==> config.mk <==
export PLATFORM = sky130hd
export DESIGN_NAME = mem_req_queue
export DESIGN_NICKNAME = d
export VERILOG_FILES = /design/src/rtl/mem_req_queue.sv
export SDC_FILE = /design/constraint.sdc
export NUM_CORES = 1
export LEC_CHECK = 0
export CAP_MARGIN = 40
export CORE_MARGIN = 1.5
export CORE_UTILIZATION = 49
export DETAILED_ROUTE_END_ITERATION = 12
export GPL_ROUTABILITY_DRIVEN = 0
export PLACE_DENSITY = 0.83
export SYNTH_ARGS = -nofsm -noshare
export SYNTH_HDL_FRONTEND = slang
export SYNTH_SLANG_ARGS = --single-unit
==> constraint.sdc <==
create_clock -name clock -period 4.4 [get_ports clock]
set_clock_uncertainty 0.05 [all_clocks]
set_input_delay 0.88 -clock clock [delete_from_list [all_inputs] [get_ports clock]]
set_output_delay 0.88 -clock clock [all_outputs]
set_load 0.03 [all_outputs]
==> src/rtl/mem_req_queue.sv <==
// Purpose: buffers EX-stage load/store requests and issues them one at a time to the dcache.
// Latency: a request pushed at edge N issues at edge N+1 at the earliest; completion pulses the cycle after finished.
// Backpressure: in_ready drops while the FIFO holds DEPTH entries (no same-cycle pop bypass); the dcache paces issue via finished.
module mem_req_queue #(
    parameter int DEPTH = 4,
    parameter int TAG_W = 5,
    parameter int XLEN  = 32
) (
    input  logic             clock,
    input  logic             reset,
    input  logic             in_valid,
    output logic             in_ready,
    input  logic [1:0]       in_command,
    input  logic [XLEN-1:0]  in_addr,
    input  logic [63:0]      in_data,
    input  logic [1:0]       in_size,
    input  logic             in_unsigned,
    input  logic [TAG_W-1:0] in_tag,
    input  logic             squash,
    output logic [1:0]       proc2Dcache_command,
    output logic [XLEN-1:0]  proc2Dcache_addr,
    output logic [63:0]      proc2Dcache_data,
    output logic [1:0]       proc2Dcache_size,
    input  logic [63:0]      Dcache_data_out,
    input  logic             Dcache_valid_out,
    input  logic             finished,
    output logic             out_valid,
    output logic [TAG_W-1:0] out_tag,
    output logic [XLEN-1:0]  out_data,
    output logic             out_is_store,
    output logic             empty
);

    localparam int PTR_W = $clog2(DEPTH);
    localparam logic [PTR_W:0] FULL_CNT = (PTR_W + 1)'(DEPTH);
    localparam logic [1:0] CMD_NONE  = 2'd0;
    localparam logic [1:0] CMD_STORE = 2'd2;

    typedef struct packed {
        logic [1:0]       command;
        logic [XLEN-1:0]  addr;
        logic [63:0]      data;
        logic [1:0]       size;
        logic             is_unsigned;
        logic [TAG_W-1:0] tag;
    } req_t;

    typedef enum logic [1:0] {
        IDLE  = 2'd0,
        ISSUE = 2'd1,
        GAP   = 2'd2
    } state_t;

    req_t             fifo_mem [DEPTH];
    logic [PTR_W-1:0] head;
    logic [PTR_W-1:0] tail;
    logic [PTR_W:0]   count;

    state_t state;
    state_t state_nxt;

    // Issue registers: a private copy of the head entry, so a squash can
    // recycle FIFO slots while the dcache is still working on this request.
    req_t iss;
    logic iss_squashed;

    logic       push;
    logic       start;
    logic       complete;
    logic       deliver;
    logic [63:0] raw;
    logic [63:0] ext;
    logic        sgn;
    logic [XLEN-1:0] load_val;
    logic        unused_sink;

    req_t req_in;
    assign req_in = '{command:     in_command,
                      addr:        in_addr,
                      data:        in_data,
                      size:        in_size,
                      is_unsigned: in_unsigned,
                      tag:         in_tag};

    // Full FIFO stays not-ready even if the head pops this cycle.
    assign in_ready = (count != FULL_CNT);

    // A push coinciding with squash belongs to the squashed path and is dropped.
    assign push     = in_valid && in_ready && (in_command != CMD_NONE) && !squash;
    // Squash in IDLE wins over issuing the head.
    assign start    = (state == IDLE) && (count != '0) && !squash;
    assign complete = (state == ISSUE) && finished;
    // A squashed request still completes at the dcache but has already left
    // the FIFO (tail was pulled back to head), so it neither pops nor reports.
    assign deliver  = complete && !iss_squashed && !squash;

    // FIFO storage write; contents need no reset because count guards them.
    always_ff @(posedge clock) begin
        if (push) begin
            fifo_mem[tail] <= req_in;
        end
    end

    // Pointer and occupancy bookkeeping, including squash flush.
    always_ff @(posedge clock) begin
        if (!reset) begin
            head  <= '0;
            tail  <= '0;
            count <= '0;
        end else if (squash) begin
            tail  <= head;
            count <= '0;
        end else begin
            if (push) begin
                tail <= tail + 1'b1;
            end
            if (deliver) begin
                head <= head + 1'b1;
            end
            case ({push, deliver})
                2'b10:   count <= count + 1'b1;
                2'b01:   count <= count - 1'b1;
                default: count <= count;
            endcase
        end
    end

    // FSM state register.
    always_ff @(posedge clock) begin
        if (!reset) begin
            state <= IDLE;
        end else begin
            state <= state_nxt;
        end
    end

    // FSM next-state: IDLE -> ISSUE on a queued entry, ISSUE -> GAP on finished, GAP -> IDLE.
    always_comb begin
        state_nxt = state;
        unique case (state)
            IDLE:    if (start)    state_nxt = ISSUE;
            ISSUE:   if (finished) state_nxt = GAP;
            GAP:                   state_nxt = IDLE;
            default:               state_nxt = IDLE;
        endcase
    end

    // FSM outputs: command is only asserted in ISSUE so the dcache always sees a NONE between requests.
    always_comb begin
        proc2Dcache_command = CMD_NONE;
        if (state == ISSUE) begin
            proc2Dcache_command = iss.command;
        end
        empty = (count == '0) && (state == IDLE);
    end

    assign proc2Dcache_addr = iss.addr;
    assign proc2Dcache_data = iss.data;
    assign proc2Dcache_size = iss.size;

    // Latch the head into the issue registers and remember any squash seen during ISSUE.
    always_ff @(posedge clock) begin
        if (!reset) begin
            iss          <= '0;
            iss_squashed <= 1'b0;
        end else if (start) begin
            iss          <= fifo_mem[head];
            iss_squashed <= 1'b0;
        end else if ((state == ISSUE) && squash) begin
            iss_squashed <= 1'b1;
        end
    end

    // Load alignment and extension from the 8-byte line returned with finished.
    always_comb begin
        raw = Dcache_data_out >> {iss.addr[2:0], 3'b000};
        sgn = !iss.is_unsigned;
        ext = raw;
        case (iss.size)
            2'd0:    ext = {{56{sgn & raw[7]}},  raw[7:0]};
            2'd1:    ext = {{48{sgn & raw[15]}}, raw[15:0]};
            2'd2:    ext = {{32{sgn & raw[31]}}, raw[31:0]};
            default: ext = raw;
        endcase
        load_val = ext[XLEN-1:0];
    end

    // Completion port: one-cycle pulse; payload holds between pulses.
    always_ff @(posedge clock) begin
        if (!reset) begin
            out_valid    <= 1'b0;
            out_tag      <= '0;
            out_data     <= '0;
            out_is_store <= 1'b0;
        end else begin
            out_valid <= deliver;
            if (deliver) begin
                out_tag      <= iss.tag;
                out_is_store <= (iss.command == CMD_STORE);
                out_data     <= (iss.command == CMD_STORE) ? '0 : load_val;
            end
        end
    end

    // finished alone marks completion; the data-valid strobe carries no extra information here.
    assign unused_sink = ^{Dcache_valid_out, ext};

endmodule

==> results by group, run 1 <==
Routing
  • Via/cell ratio: 5.60
  • Initial DRC Count: 1248
  • WL/cell: 22.0 µm
  • DRT Pass-1 Iters: 5
  • ANT nets after route: 0
  • DRC violations left: 0
  • Vias: 13295
  • Routed WL: 52200 µm

Setup path
  • CP Capture Type: primary output
  • Worst Path Max Fanout: 5
  • Startpoint Class: register
  • Worst Setup SP: count[2]$_SDFFE_PP0P_
  • R2R setup slack: 1940 ps
  • R2r worst-path depth: 5
  • Worst Path Arrival: 2490 ps
  • CP Class: reg2out
  • FF-to-FF Start: proc2Dcache_addr[2]$_SDFFE_PN0P_
  • RR Endpoint: out_data[11]$_SDFFE_PN0P_
  • Critical Path End: empty
  • CP Data Required Time: 3470 ps

Synth
  • Synth cell count leaders: 424 x edfxtp_1, 260 x nand2_1, 155 x dfxtp_1
  • Yosys cell types: 48
  • Syn_nets: 1679
  • Synthesis Warnings: 0
  • Count leader, synth: edfxtp_1
  • Synthesized area: 0.0230 mm²
  • Post-synth top area cell: edfxtp_1
  • Register area share after synthesis: 0.688
  • Cells after Synth: 1497
  • Number of synthesized flops with an enable pin: 424
  • Yosys top cell area share: 0.553
  • Avg Cell Area, Syn: 15.4 µm²
  • #FFs+latches synth: 579
  • Main synth FF type: edfxtp_1
  • Dominant cells by area after synthesis: edfxtp_1 55%, dfxtp_1 13%, mux4_2 12%, nand2_1 4.2%, buf_4 3.6%
  • Synth async-reset ratio: 0

Min path
  • Worst Hold Class: reg2reg
  • Hold path cells: 2

Clock network
  • Clock Sinks: 579
  • Num CTS Buffers: 56
  • Clock Latency Late Sink: 590 ps
  • CTS tree: yes
  • Clk root buf: clkbuf_16
  • H-tree depth: 2
  • Hold buffer count at CTS: 0
  • Clock tree buffer depth: 3
  • Post-cts sizing count: 0
  • Setup bufs post-CTS: 0
  • CTS clk-pin slew, worst paths: 60 ps

Floorplan
  • Core ar.: 0.0465 mm²
  • Row cnt: 79
  • Io pins: 317
  • Die Span Y: 220 µm
  • Die ar.: 0.0483 mm²
  • Starting Density: 0.496
  • Horiz. Die Dim: 220 µm

GRT
  • Largest net degree at the start of global routing: 84
  • Initial antenna violation count: 5
  • GRT overflow: 0
  • First-pass GRT wire length: 77900 µm
  • Vias in the first global route: 13753
  • GR Util All Layers: 0.214

Place
  • Placed insts: 2265
  • Area post-placement: 0.0262 mm²
  • HPWL after DPL: 32700 µm
  • I/O Buffers: 315

Pwr
  • PD cells: 399 mW/mm²
  • Power after layout: 11200 µW
  • Leak pwr: 0.00887 µW
  • Worst vdd ir: 0.000398 V

Layout
  • Fin area: 0.0280 mm²
  • Non-filler cells, final: 2372
  • Share of cells above drive strength 1: 0.156
  • Layout area overhead: 21.8%
  • Fin nets: 1898
  • Filler cells: 3333

Run
  • Max-cap violations: 0

Timing
  • Worst Max-Slew Pin Slew: 818 ps
  • Fin. max-slew vios: 0
  • Final Setup Violations: 0
  • RSZ-0062 raised after global routing: false
  • Rel. slew slack: 0.454
  • Setup TNS: 0 ps
  • Final hold violations: 0
  • Period utilisation layout: 0.776
  • Min Tclk post-route: 3420 ps
  • Max Freq: 293 MHz

Run status
  • Status: completed
cells by family (layout without fill, tap and decap cells):
family,Yosys count,count (layout),share of synthesized area
AOI/OAI and AO/OA,196,196,0.0497
other,0,3,0
buffers and inverters,193,458,0.0533
muxes,171,171,0.140
and+or+nand+nor,347,347,0.0638
xor gates and xnor gates,5,5,0.00190
adders and majority gates,6,6,0.00359
DFF,579,579,0.688
critical path: stages, from the launching register on:
cell	delay, ps
dfxtp_1	340
nor3_1	440
nor3b_1	370
clkdlybuf4s50_1	750
how the worst min path moves through the flow:
| stage | start | to | slack [ps] |
|---|---|---|---|
| final | out_tag[3]$_SDFFE_PN0P_ | out_tag[3]$_SDFFE_PN0P_ | 400 |
| after global routing | proc2Dcache_data[24]$_SDFFE_PN0P_ | proc2Dcache_data[24]$_SDFFE_PN0P_ | 420 |
| after CTS | out_tag[3]$_SDFFE_PN0P_ | out_tag[3]$_SDFFE_PN0P_ | 400 |
| after detailed placement | out_data[26]$_SDFFE_PN0P_ | out_data[26]$_SDFFE_PN0P_ | 390 |
| after global placement | out_data[3]$_SDFFE_PN0P_ | out_data[3]$_SDFFE_PN0P_ | 380 |
| after floorplan | iss_squashed$_SDFFE_PP0P_ | out_valid$_SDFF_PN0_ | 370 |
sequential cells by signal, indices dropped and copies added, names as in the netlist:
signal / flops
iss_squashed: 1
count: 3
out_data: 32
out_tag: 5
out_valid: 1
tail: 2
proc2Dcache_addr: 32
fifo_mem: 424
head: 2
proc2Dcache_size: 2
proc2Dcache_data: 64
out_is_store: 1
state: 2
iss: 8
power by group:
part           leakage (µW)  switching [µW]  internal (µW)
Sequential          0.00509            28.6           5930
Combinational       0.00285             268            270
Clock              0.000918            2000           2700
metal layers:
layer  global-route usage  wire length (µm)
met3               0.0580              4610
met5                    0                54
met1                0.250             19300
met4               0.0830              1710
met2                0.374             26500
per-stage QoR:
stage / hold slack [ps] / util / worst slack [ps]
after global routing: 417 / 0.604 / 807
after floorplan: 373 / - / 1120
after detailed placement: 394 / 0.564 / 782
after CTS: 404 / 0.604 / 878
after global placement: 385 / 0.563 / 796
final: 403 / 0.604 / 984
layout by cell type (no fill, tap or decap), types with 11 or more instances in the layout:
cell	instances
clkdlybuf4s50_1	315
clkinv_2	17
edfxtp_1	424
mux2i_1	49
nor3_1	17
clkbuf_16	57
a21oi_1	118
mux4_2	121
o21ai_0	35
nor2_1	25
nand2_1	260
dfxtp_1	151
nand2b_1	11
buf_12	15
buf_4	13
final cells by class:
cell class / instances / area, µm² / share of cell area
Multi-Input combinational cell: 725 / 5980 / 0.213
Clock buffer: 73 / 1570 / 0.0558
Tap cell: 607 / 759 / 0.0271
Timing Repair Buffer: 344 / 3580 / 0.128
Antenna cell: 3 / 7.51 / 0.000268
Sequential cell: 579 / 15800 / 0.565
Clock inverter: 31 / 268 / 0.00955
Inverter: 10 / 40.0 / 0.00143
(Power assumes the default switching activity.)
==> run 2, diff against run 1 <==
- clock period: 4.4 -> 2.9 ns (I/O delays scaled with it)
==> run 2 against run 1 <==
Effect of this change: design area rose by 1.2%; critical path depth did not move; global-route usage rose by 0.94 points; setup slack got worse by 870 ps; final cell count rose by 1.0%; die area did not move; combinational power rose by 57%; core utilization rose by 0.72 points; flip-flop and latch count did not move.
==> results by group, run 2 (synthesis results as in run 1) <==
Setup path
  • Worst Path Arrival: 2150 ps (-340 ps)
  • Startpoint Class: register
  • Worst Path Max Fanout: 6 (+1)
  • FF-to-FF Start: proc2Dcache_addr[2]$_SDFFE_PN0P_
  • R2R setup slack: 480 ps (-1460 ps)
  • RR Endpoint: out_data[11]$_SDFFE_PN0P_
  • CP Capture Type: primary output
  • R2r worst-path depth: 5 (unchanged)
  • CP Class: reg2out
  • CP Data Required Time: 2270 ps (-1200 ps)

Place
  • HPWL after DPL: 33900 µm (+3.6%)
  • Area post-placement: 0.0265 mm² (+1.2%)
  • I/O Buffers: 315 (unchanged)

Timing
  • Worst Max-Slew Pin Slew: 651 ps (-168 ps)
  • Rel. slew slack: 0.563 (+0.110)
  • Setup TNS: 0 ps (unchanged)
  • Min Tclk post-route: 2780 ps
  • Final hold violations: 0 (unchanged)
  • Max Freq: 359 MHz
  • Final Setup Violations: 0 (unchanged)
  • Period utilisation layout: 0.960
  • RSZ-0062 raised after global routing: false
  • Fin. max-slew vios: 0 (unchanged)

GRT
  • GR Util met3: 0.0576 (-0.000414)
  • Grt met2 use: 0.394 (+0.0197)
  • Met1 Use GR: 0.262 (+0.0116)
  • GR Util All Layers: 0.223 (+0.00937)
  • Largest net degree at the start of global routing: 117 (+39%)
  • Gr busiest metal: met2
  • Vias in the first global route: 14034 (+2.0%)
  • Initial antenna violation count: 6 (+1)
  • GRT overflow: 0 (unchanged)
  • First-pass GRT wire length: 81100 µm (+4.1%)

Floorplan
  • Horiz. Die Dim: 220 µm (unchanged)
  • Starting Density: 0.496 (unchanged)
  • Io pins: 317 (unchanged)
  • Die Span Y: 220 µm (unchanged)
  • Row cnt: 79 (unchanged)
  • Core ar.: 0.0465 mm² (unchanged)
  • Die ar.: 0.0483 mm² (unchanged)

Clock network
  • H-tree depth: 2 (unchanged)
  • CTS clk-pin slew, worst paths: 60 ps (about the same)
  • Clock Latency Late Sink: 610 ps (+20 ps)
  • Clk root buf: clkbuf_16
  • CTS tree: yes
  • Clock tree buffer depth: 3 (unchanged)
  • Clock Sinks: 579 (unchanged)
  • Num CTS Buffers: 55 (-1.8%)

Layout
  • Share of cells above drive strength 1: 0.165 (+0.00919)
  • Most frequent cells in the layout: 424 x edfxtp_1, 314 x clkdlybuf4s50_1, 260 x nand2_1
  • Fin nets: 1920 (+1.2%)
  • Fin area: 0.0284 mm² (+1.2%)
  • Filler cells: 3302 (-0.93%)
  • Final Util: 0.611 (+0.00716)
  • Most common cell after layout, fill and taps aside: edfxtp_1
  • Layout area overhead: 23.2%
  • Top reg by flops: fifo_mem
  • Largest register FFs: 424 (unchanged)

Routing
  • DRC violations left: 0 (unchanged)
  • Via/cell ratio: 5.63 (+0.43%)
  • DRT Pass-1 Iters: 6 (+1)
  • WL/cell: 22.6 µm (+2.8%)
  • Initial DRC Count: 1125 (-9.9%)
  • Routed WL: 54200 µm (+3.8%)
  • Vias: 13487 (+1.4%)
  • ANT nets after route: 0 (unchanged)

Pwr
  • PD cells: 604 mW/mm² (+51%)
  • Leak pwr: 0.00901 µW (+1.6%)
  • Worst vdd ir: 0.000613 V (+54%)

Min path
  • Critical hold path startpoint: iss[0]$_SDFFE_PN0P_
  • Hold path cells: 2 (unchanged)
  • Worst Hold End: out_tag[0]$_SDFFE_PN0P_
  • Worst Hold Class: reg2reg

Run status
  • Status: completed

Run
  • Max-cap violations: 0 (unchanged)
## run 2: final cells by class
type                    instances  area (µm²)  area share
diodes                          4        10.0    0.000353
clock buffers                  68        1510      0.0531
well taps                     607         759      0.0268
repair buffers                367        3880       0.137
inverters                      10        40.0     0.00141
flip-flops and latches        579       15800       0.558
multi-input cells             725        5980       0.211
clock inverters                36         357      0.0126
## run 2: worst max path at each step
stage	slack, ps	depth (start not counted)	end	start
2_1_floorplan	-80	4	fifo_mem[0][0]$_DFFE_PP_	in_command[1]
3_3_place_gp	-120	12	count[2]$_SDFFE_PP0P_	in_command[0]
3_5_place_dp	-150	12	count[2]$_SDFFE_PP0P_	in_command[0]
4_1_cts	110	3	proc2Dcache_command[0]	state[0]$_SDFFE_PN0P_
5_1_grt	60	3	proc2Dcache_command[0]	state[0]$_SDFFE_PN0P_
6_report	120	3	proc2Dcache_command[1]	state[0]$_SDFFE_PN0P_
## run 2: critical path: stages (launching register included)
cell	delay [ps]
dfxtp_1	430
nor2b_4	250
and2_1	200
clkdlybuf4s50_1	690
## run 2: metal layers
| layer | up-vias | share of wire |
|---|---|---|
| li1 | 5998 | - |
| met1 | 6765 | 0.37 |
| met3 | 114 | 0.086 |
| met4 | 4 | 0.032 |
| met5 | - | 0.00046 |
| met2 | 606 | 0.52 |
## run 2: stage by stage
step	std cells	hold slack (ps)	total power, µW	worst slack [ps]
2_1_floorplan	1497	373	9580	-76.9
3_3_place_gp	2287	386	10000	-121
3_5_place_dp	2288	395	10000	-153
4_1_cts	2392	404	17300	109
5_1_grt	2395	421	17600	62.7
6_report	2396	402	17100	117
## run 2: timing repair
action | CTS | global route
setup buffers | 0 | 0
gates resized for setup | 1 | 0
endpoints found under the setup margin | 1 | 0
hold buffers | 0 | 0
## run 2: power breakdown
group / switching, µW / internal [µW] / total [µW]
clock: 3080 / 4170 / 7250
combinational: 419 / 425 / 844
sequential: 43.9 / 8990 / 9040
total: 3540 / 13600 / 17100
==> run 3, diff against run 2 <==
- clock period: 2.9 -> 2.2 ns (I/O delays scaled with it)
==> run 3 against run 2 <==
Effect of this change: count of clock-buffer cells in the layout is 2 higher; register-to-register slack worse by 430 ps; setup slack worse by 75 ps; sequential share of layout area is 0.67 points lower; non-clock buffer count is 27 higher; global-route usage is 0.093 points higher; clock power is 42% higher; core utilization is 0.75 points higher.
==> results by group, run 3 (synthesis results as in run 1) <==
Run status
  • Status: completed

Layout
  • Share of cells above drive strength 1: 0.186 (+0.0212)
  • Fin nets: 1948 (+1.5%)
  • Largest register FFs: 424 (unchanged)
  • Layout area overhead: 24.7%
  • Most common cell after layout, fill and taps aside: edfxtp_1
  • Most frequent cells in the layout: 424 x edfxtp_1, 285 x clkdlybuf4s50_1, 260 x nand2_1
  • Fin area: 0.0287 mm² (+1.2%)
  • Footprint of the multi-input gates: 0.00603 mm² (+0.69%)
  • Flip-flop and latch area: 0.0158 mm² (unchanged)
  • Top reg by flops: fifo_mem
  • Filler cells: 3330 (+0.85%)

Pwr
  • Worst vdd ir: 0.000773 V (+26%)
  • Net Sw Power: 4720 µW (+33%)
  • PD cells: 814 mW/mm² (+35%)
  • Clk pwr share: 0.442 (+0.019)
  • Sw Share: 0.202 (-0.00523)
  • Logic pwr share: 0.049 (about the same)
  • Leak pwr: 0.00952 µW (+5.6%)
  • P_int: 18700 µW (+37%)
  • Power after layout: 23400 µW (+37%)
  • Sequential Power Share: 0.509 (-0.019)

Routing
  • DRC violations left: 0 (unchanged)
  • DRT Pass-1 Iters: 6 (unchanged)
  • WL/cell: 22.4 µm (-1.2%)
  • ANT nets after route: 0 (unchanged)
  • Initial DRC Count: 1201 (+6.8%)
  • Via/cell ratio: 5.56 (-1.2%)
  • Vias: 13482 (-0.037%)
  • Routed WL: 54200 µm (about the same)

Setup path
  • CP Data Required Time: 1710 ps (-560 ps)
  • CP Class: reg2out
  • Worst Path Max Fanout: 2 (-4)
  • CP max stage cell: clkdlybuf4s50_1
  • Critical path cell sequence: clkdlybuf4s50_1
  • Cell family with most CP delay: buffers and inverters
  • Worst Path Arrival: 1670 ps (-480 ps)
  • Worst path bufs/invs: 1 (unchanged)
  • Startpoint Class: register
  • CP max stage delay: 690 ps (about the same)
  • CP Capture Type: primary output

Floorplan
  • Starting Density: 0.496 (unchanged)
  • Io pins: 317 (unchanged)
  • Die Span Y: 220 µm (unchanged)
  • Die ar.: 0.0483 mm² (unchanged)
  • Horiz. Die Dim: 220 µm (unchanged)
  • Core ar.: 0.0465 mm² (unchanged)
  • Row cnt: 79 (unchanged)

Timing
  • Min Tclk post-route: 2160 ps
  • RSZ-0062 raised after global routing: true
  • Final hold violations: 0 (unchanged)
  • Setup TNS: 0 ps (unchanged)
  • Worst Max-Slew Pin Slew: 567 ps (-84.0 ps)
  • Rel. slew slack: 0.622 (+0.0582)
  • Period utilisation layout: 0.981
  • Hold Worst Slack: 404 ps (+1.10 ps)
  • Final worst slack: 42.0 ps (-75.3 ps)
  • Fin. max-slew vios: 0 (unchanged)
  • Max Freq: 463 MHz
  • Final Setup Violations: 0 (unchanged)

GRT
  • First-pass GRT wire length: 81700 µm (+0.75%)
  • Vias in the first global route: 14083 (+0.35%)
  • GR Util All Layers: 0.224 (+0.000926)
  • Initial antenna violation count: 8 (+2)
  • Largest net degree at the start of global routing: 88 (-25%)
  • GRT overflow: 0 (unchanged)

Clock network
  • CTS clk-pin slew, worst paths: 60 ps (about the same)
  • Clock tree buffer depth: 3 (unchanged)
  • Setup bufs post-CTS: 0 (unchanged)
  • Num CTS Buffers: 56 (+1.8%)
  • Clock Sinks: 579 (unchanged)
  • CTS tree: yes
  • H-tree depth: 2 (unchanged)
  • Clock Latency Late Sink: 610 ps (about the same)
  • Clk root buf: clkbuf_16

Place
  • HPWL after DPL: 35100 µm (+3.4%)
  • Area post-placement: 0.0267 mm² (+0.64%)
  • Pre-CTS WS: -500 ps (-346 ps)
  • I/O Buffers: 315 (unchanged)

Min path
  • Worst Hold Class: reg2reg

Run
  • Max-cap violations: 0 (unchanged)
-- run 3: area by class of cell --
class | count | share of cell area
Antenna cell | 5 | 0.000436
Sequential cell | 579 | 0.552
Clock buffer | 70 | 0.0545
Inverter | 10 | 0.00139
Timing Repair Buffer | 394 | 0.140
Clock inverter | 35 | 0.0158
Multi-Input combinational cell | 725 | 0.210
Tap cell | 607 | 0.0264
-- run 3: what timing repair did --
action / 4_1_cts / 5_1_grt
endpoints found under the hold margin: 0 / 0
gates resized for setup: 28 / 16
setup endpoints to repair: 18 / 15
hold buffers: 0 / 0
-- run 3: worst paths after layout --
| path | cells past startpoint | to | slack [ps] | start |
|---|---|---|---|---|
| min | 2 | proc2Dcache_addr[29]$_SDFFE_PN0P_ | 400 | proc2Dcache_addr[29]$_SDFFE_PN0P_ |
| max reg2reg | 10 | count[2]$_SDFFE_PP0P_ | 50 | count[0]$_SDFFE_PP0P_ |
| min reg2reg | 2 | proc2Dcache_addr[29]$_SDFFE_PN0P_ | 400 | proc2Dcache_addr[29]$_SDFFE_PN0P_ |
| max | 1 | proc2Dcache_data[55] | 40 | proc2Dcache_data[55]$_SDFFE_PN0P_ |
-- run 3: worst register-to-register path: stages (launching register included) --
cell     delay (ps)
dfxtp_1         360
nor2_2          150
a21oi_2          80
nor2b_4         140
inv_1            80
ha_4            140
inv_1            50
fa_1            380
xor2_1          170
or3_1           320
a21oi_1         160
-- run 3: stage by stage --
stage | util | cells
detailed placement | 0.574 | 2315
CTS | 0.617 | 2420
global route | 0.618 | 2425
finish | 0.618 | 2425
global placement | 0.574 | 2315
floorplan | - | 1497
-- run 3: power by group through the flow --
stage	registers (µW)	logic [µW]	clock network, µW
CTS	11900	1140	10500
global placement	12100	1100	0
finish	11900	1140	10300
global route	11900	1210	11000
detailed placement	12100	1130	0
floorplan	12100	495	0
-- run 3: per-layer routing --
metal  share of wire  up-vias  GRT usage  wire length (µm)
met4           0.035        6     0.0891              1890
met3           0.081      126     0.0605              4370
met2            0.50      558      0.385             27300
met1            0.38     6750      0.268             20600
met5         0.00074        -          0                40
li1                -     6042          -                 -
